--- config.mk ---
export PLATFORM = sky130hd
export DESIGN_NAME = ps2_kbd_rx
export DESIGN_NICKNAME = d
export VERILOG_FILES = /design/src/rtl/ps2_kbd_rx.sv
export SDC_FILE = /design/constraint.sdc
export NUM_CORES = 1
export LEC_CHECK = 0
export BUFFER_PORTS_ARGS = -buffer_cell sky130_fd_sc_hd__buf_2
export CORE_AREA = 2 2 96 61
export DETAILED_ROUTE_END_ITERATION = 12
export DIE_AREA = 0 0 98 63
export PLACE_DENSITY = 0.58
export SETUP_SLACK_MARGIN = 0.2
export SLEW_MARGIN = 10
export SYNTH_ARGS = -nofsm -noshare
export SYNTH_HDL_FRONTEND = slang
export SYNTH_SLANG_ARGS = --single-unit
--- constraint.sdc ---
create_clock -name clk -period 4 [get_ports clk]
set_clock_uncertainty 0.1 [all_clocks]
set_input_delay 0.8 -clock clk [delete_from_list [all_inputs] [get_ports clk]]
set_output_delay 0.8 -clock clk [all_outputs]
set_load 0.02 [all_outputs]
--- src/rtl/ps2_kbd_rx.sv ---
// PS/2 keyboard receiver: frames scan codes and emits 9-bit make/break events.
// Optional odd-parity enforcement when PS2_PARITY_CHK_EN is defined.
`timescale 1ns/1ps
module ps2_kbd_rx #(
  parameter int TIMEOUT_CYC = 50000,
  parameter int FILT_LEN    = 8
) (
  input  logic       clk,
  input  logic       rst,
  input  logic       ps2_clk,
  input  logic       ps2_data,
  input  logic       full,
  output logic [8:0] dout,
  output logic       wr,
  output logic       err,
  output logic       ovf
);

  localparam int FW = $clog2(FILT_LEN + 1);
  localparam int TW = $clog2(TIMEOUT_CYC + 1);

  typedef enum logic [1:0] {IDLE, DATA, PAR, STOP} state_t;

  logic [1:0]    ck_s_q, dt_s_q;
  logic          filt_q;
  logic [FW-1:0] fcnt_q;
  state_t        st_q;
  logic [2:0]    bcnt_q;
  logic [7:0]    sh_q;
  logic          par_q;
  logic          rel_q;
  logic [TW-1:0] to_q;
  logic [8:0]    dout_q;
  logic          wr_q, err_q, ovf_q;

  logic          samp_d, bit_d, par_ok_d, frame_ok_d;
  logic [8:0]    ev_d;

  assign bit_d  = dt_s_q[1];
  assign samp_d = filt_q && !ck_s_q[1]
               && (fcnt_q == FW'(FILT_LEN - 1));

`ifdef PS2_PARITY_CHK_EN
  assign par_ok_d = ^{sh_q, par_q};
`else
  // parity bit is captured but not enforced
  assign par_ok_d = par_q | 1'b1;
`endif

  assign frame_ok_d = bit_d && par_ok_d;
  assign ev_d       = {rel_q, sh_q};

  always_ff @(posedge clk) begin
    if (!rst) begin
      ck_s_q <= 2'b11;
      dt_s_q <= 2'b11;
      filt_q <= 1'b1;
      fcnt_q <= '0;
      st_q   <= IDLE;
      bcnt_q <= '0;
      sh_q   <= '0;
      par_q  <= 1'b0;
      rel_q  <= 1'b0;
      to_q   <= '0;
      dout_q <= '0;
      wr_q   <= 1'b0;
      err_q  <= 1'b0;
      ovf_q  <= 1'b0;
    end else begin
      ck_s_q <= {ck_s_q[0], ps2_clk};
      dt_s_q <= {dt_s_q[0], ps2_data};
      wr_q   <= 1'b0;
      err_q  <= 1'b0;

      if (ck_s_q[1] != filt_q) begin
        if (fcnt_q == FW'(FILT_LEN - 1)) begin
          filt_q <= ck_s_q[1];
          fcnt_q <= '0;
        end else begin
          fcnt_q <= fcnt_q + 1'b1;
        end
      end else begin
        fcnt_q <= '0;
      end

      if (samp_d) begin
        to_q <= '0;
        unique case (st_q)
          IDLE: begin
            if (!bit_d) begin
              st_q   <= DATA;
              bcnt_q <= '0;
              sh_q   <= '0;
            end else begin
              err_q  <= 1'b1;
            end
          end
          DATA: begin
            sh_q   <= {bit_d, sh_q[7:1]};
            bcnt_q <= bcnt_q + 1'b1;
            if (bcnt_q == 3'd7) st_q <= PAR;
          end
          PAR: begin
            par_q <= bit_d;
            st_q  <= STOP;
          end
          STOP: begin
            st_q <= IDLE;
            if (!frame_ok_d) begin
              err_q <= 1'b1;
            end else if (sh_q == 8'hF0) begin
              rel_q <= 1'b1;
            end else if (sh_q != 8'hE0) begin
              rel_q <= 1'b0;
              if (full) begin
                ovf_q  <= 1'b1;
              end else begin
                wr_q   <= 1'b1;
                dout_q <= ev_d;
              end
            end
          end
        endcase
      end else if (st_q != IDLE) begin
        // no clock edge for too long: drop the partial frame
        if (to_q == TW'(TIMEOUT_CYC - 1)) begin
          st_q  <= IDLE;
          err_q <= 1'b1;
          sh_q  <= '0;
          to_q  <= '0;
        end else begin
          to_q  <= to_q + 1'b1;
        end
      end
    end
  end

  assign dout = dout_q;
  assign wr   = wr_q;
  assign err  = err_q;
  assign ovf  = ovf_q;

endmodule

* After elaboration in Yosys (flattened, before gate mapping)
Index checks and enable logic that the tools add are counted.
** Operators by class
- Muxes and demuxes :: 23
- Equality and inequality tests :: 13
- Magnitude comparators :: 0
- Divide/modulo/power cells :: 0
- $mul :: 0
- Reduce and logical (&&, ||, !) cells :: 19
- Add/sub/neg operators :: 3
- Bitwise gates (word level) :: 8
- Shift-type cells :: 0
** Operator list (count)
- 8-bit 2-to-1 mux :: 4
- 16-bit by 1-bit adder with 16-bit output (second input constant) :: 1
- 16-bit equality test (second input constant) :: 1
- 16-bit 2-to-1 mux :: 1
- 8-bit one-hot mux with 2 select lines :: 1
- 4-bit AND reduction :: 3
- 6-bit AND reduction :: 2
- 2-bit 2-to-1 mux :: 5
- 2-bit nonzero test :: 5
- 8-bit equality test (second input constant) :: 1
- 1-bit 2-to-1 mux :: 8
- 8-bit inequality test (second input constant) :: 1
- 1-bit NOT :: 8
- 2-bit one-hot mux with 4 select lines :: 1
- 3-bit inequality test (second input constant) :: 2
- 3-bit one-hot mux with 2 select lines :: 1
- 6-bit OR reduction :: 1
- 4-bit by 1-bit adder with 4-bit output (second input constant) :: 1
- 2-bit equality test (second input constant) :: 2
- 4-bit by 3-bit equality test with 1-bit output (second input constant) :: 1
- 3-bit by 1-bit adder with 3-bit output (second input constant) :: 1
- 3-bit equality test (second input constant) :: 1
- 3-bit 2-to-1 mux :: 1
- 3-bit by 1-bit inequality test with 1-bit output (second input constant) :: 1
- other kinds (11) :: 12
** Word-level totals
- Register bits after elaboration :: 51
- Logic and storage cells :: 79
- Input bits :: 5
- Bits in latches :: 0
- Memories :: 0
- Memory bits (read-only) :: 0
- Output and inout bits :: 12
- Bits in writable memories :: 0

* Longest topological paths before layout
- Word-level depth :: 5
- Depth in mapped cells :: 8
- Depth with buffers taken out :: 6

* Least setup slack after synthesis
Ideal clock, no wire load.
- Path type :: reg-to-reg
- Start point :: reg to_q[11]
- End point :: reg to_q[13]
- Cell stages (with the launch flop) :: 6
- Period minus slack after synthesis :: 2.018 ns
- Setup time :: 0.115 ns
- Buffers on the path :: 1
- Required time :: 3.785 ns
- Slack :: 1.982 ns
- Arrival :: 1.803 ns
- Cells stage by stage :: dfxtp_1 -> or4b_1 -> or4_4 -> nand3_1 -> buf_4 -> nor2_1
** Between the ends
- Longest elaborated chain between the ends :: 2
- Elaborated cells on any way between the ends :: 3
- Those cells by class :: add/sub: 1; eq/ne: 1; mux: 1
** RTL lines
- start: declaration :: RTL line 32 : logic [TW-1:0] to_q;
- start signal: assignment :: RTL line 132 : to_q <= to_q + 1'b1;
- 16-bit by 1-bit adder with 16-bit output or 16-bit equality test (tied branches) :: RTL line 132, 126
- 16-bit 2-to-1 mux * :: RTL line 126 : if (to_q == TW'(TIMEOUT_CYC - 1)) begin
Every way passes the cells marked *; elsewhere a longest branch is shown, timed or not.
A chain may end at the register's enable or synchronous reset.

* Worst setup path in the final report
- Start point :: reg st_q[0]
- End point :: reg to_q[14]
** Between the ends
- Longest elaborated chain between the ends :: 1
** RTL lines
- start: declaration :: RTL line 27 : state_t st_q;
- start signal: assignment :: RTL line 59 : st_q <= IDLE;
- start signal: assignment :: RTL line 91 : st_q <= DATA;
- start signal: assignment :: RTL line 101 : if (bcnt_q == 3'd7) st_q <= PAR;
- 2-bit nonzero test :: RTL line 124 : end else if (st_q != IDLE) begin
Every way passes these cells.

==> run metrics <==
outcome=completed; switching power=0.179 mW; clock share of power=0.352; CTS Root Cell=clkbuf_8; VDD IR max=132 uV; pin count of the biggest net entering global routing=32; Buffers on Ports=16; relative slew slack=0.406; Core Util, Final=0.471; Cells after Synth=259; DRC viols=0; Mapped Avg Cell Area=8.93 sq um; Hold Buf Count CTS=0; Mapped Nets=273; # setup viols final=0; fin crit share=0.617; Placed Cells=333; Final #Nets=285; Pwr Total=0.814 mW; Die Ht=63 um; vias per cell=5.19; core area=5330 sq um; clock-pin slew on the worst setup and hold paths=0.09 ns; CP Max Fanout=14; Comb pwr share=0.020; DR iter-0 viols=74; RR Startpoint=st_q[0]$_SDFFE_PN0P_; commonest cells after routing, fill and taps aside=51 x dfxtp_1, 35 x nand2_1, 24 x nor2_1; CTS tree=done; drt first pass iters=4; Max Freq=405 MHz; arrival time worst endpoint=2.60 ns; Power Internal=0.634 mW; GP Congestion=0.785; Ports=17; Worst Setup Start Kind=flip-flop; post-route setup TNS=0 ns; H-tree depth=2; r2r endpoint=to_q[14]$_SDFFE_PP0N_; Hold Slack=0.320 ns; Synth async-reset ratio=0; hold path cells=1; final std cells w/o fill=341; Cell Pwr Density=324 nW/um^2; Hold Startpoint=dt_s_q[0]$_SDFF_PN1_; Sink Count=51; Final Hold Viols=0; Post-synth EDFFs=0; dpl hpwl=3040 um; post-synthesis cell area=2310 sq um; post-route minimum period=2.47 ns; R2R cell count=6; Hold WC Path Type=flip-flop to flip-flop; drt total wl=4220 um; worst hold endpoint=dt_s_q[1]$_SDFF_PN1_; total track usage=0.146; CP Capture Type=flip-flop; vias=1771; ANT nets after route=0; layout cells sized above 1=0.114; overflow left after global routing=0; FF+latch count, synth=51; kind of critical path=flip-flop to flip-flop; clk_lat worst skew=0.30 ns; most common cell after layout, fill and taps aside=dfxtp_1; CTS Buffer Depth=2; unrepaired setup endpoints after global routing=false; Synth cell types=45; Slew Viols, Final=0; number of global-route vias before repair=1523; FILL cells=515; die area=6170 sq um; Inserted Clock Buffers=5; Seq/Total Area, Yosys=0.441; max-cap violations=0; Die W=98 um; antenna cells=0; Area Overhead vs Synth=8.71%; setup slack, reg-to-reg=1.53 ns; Core Rows=21; initial antenna violation count=0; Synth Flop Type=dfxtp_1; Starting Density=0.434; Sw Share=0.220; Post CTS Setup Buffer Count=0; Worst-Margin Slew=0.891 ns; synth warn=0; worst path required time=4.13 ns; drt wl/cell=12.4 um; power share of the sequential group=0.628; first-pass GRT wire length=7290 um; Post-CTS Resized=0; Leak=0.967 nW
==> synthesized netlist by cell type (all sizes together) (2+ instances only) <==
cell | number | area share
a2111oi | 2 | 0.016
a21o | 2 | 0.0065
a21oi | 9 | 0.019
and2 | 2 | 0.0054
and4 | 2 | 0.0081
and4b | 2 | 0.0087
buf | 4 | 0.011
clkbuf | 8 | 0.013
dfxtp | 51 | 0.44
ha | 9 | 0.049
inv | 7 | 0.011
mux2i | 9 | 0.039
nand2 | 35 | 0.057
nand2b | 6 | 0.016
nand3 | 17 | 0.037
nand3b | 2 | 0.0065
nand4 | 2 | 0.0054
nand4b | 6 | 0.023
nor2 | 24 | 0.039
nor2b | 4 | 0.011
nor3 | 5 | 0.011
nor3b | 3 | 0.0097
nor4 | 3 | 0.0081
o21a | 2 | 0.0065
o21ai | 13 | 0.028
or4b | 2 | 0.0087
xnor2 | 11 | 0.042
xor2 | 4 | 0.015
==> through the flow <==
stage               worst slack, ns  instance area, sq um
floorplan                      1.98                  2310
global placement               1.58                  2430
detailed placement             1.55                  2430
CTS                            1.51                  2510
global route                   1.28                  2510
finish                         1.53                  2510
==> layout make-up <==
cell class,instances,area [sq um],share of cell area
well taps,69,86.3,0.0343
clock inverters,3,15.0,0.00597
multi-input cells,189,1210,0.481
clock buffers,5,68.8,0.0274
repair buffers,17,87.6,0.0348
inverters,7,26.3,0.0104
flip-flops and latches,51,1020,0.406
==> how the worst max path moves through the flow <==
stage | end | start | cells past startpoint
2_1_floorplan | to_q[13]$_SDFFE_PP0N_ | to_q[11]$_SDFFE_PP0N_ | 5
3_3_place_gp | to_q[2]$_SDFFE_PP0N_ | st_q[0]$_SDFFE_PN0P_ | 6
3_5_place_dp | to_q[10]$_SDFFE_PP0N_ | st_q[0]$_SDFFE_PN0P_ | 6
4_1_cts | to_q[14]$_SDFFE_PP0N_ | st_q[0]$_SDFFE_PN0P_ | 6
5_1_grt | dout[2]$_SDFFE_PN0P_ | fcnt_q[0]$_SDFF_PP0_ | 4
6_report | to_q[14]$_SDFFE_PP0N_ | st_q[0]$_SDFFE_PN0P_ | 6
==> state kept, by name, summed over array words and instances, names as in the netlist <==
name,flops
err,1
filt_q,1
wr,1
to_q,16
dt_s_q,2
fcnt_q,4
dout,9
sh_q,8
rel_q,1
st_q,2
ck_s_q,2
ovf,1
bcnt_q,3
==> critical path, cell delays in order, from the launching register on <==
cell	delay (ns)
dfxtp_1	0.40
inv_1	0.08
ha_1	0.37
nand4b_1	0.51
or2_2	0.46
or3_1	0.35
a21oi_1	0.13
==> cells by family after synthesis <==
kind of cell,after synthesis,synth area share
AO/OA/AOI/OAI,34,0.0995
AND/OR/NAND/NOR,121,0.274
multiplexers,10,0.0438
buffers and inverters,19,0.0357
adder cells (fa/ha/maj),9,0.0487
flip-flops,51,0.441
XOR/XNOR,15,0.0568
==> power by group through the flow <==
stage                     combinational (mW)  clock [mW]  sequential, mW
after detailed placement              0.0162           0           0.523
after CTS                             0.0163       0.298           0.511
final                                 0.0161       0.287           0.511
after global routing                  0.0184       0.319           0.511
after floorplan                       0.0119           0           0.522
after global placement                0.0164           0           0.523
==> layer usage <==
metal	vias up	routed length, um	track usage
met3	7	193	0.0459
li1	925	-	-
met2	29	1470	0.173
met4	0	57	0.0521
met1	810	2490	0.237
met5	-	0	0
Power figures use the tool's default switching activity.
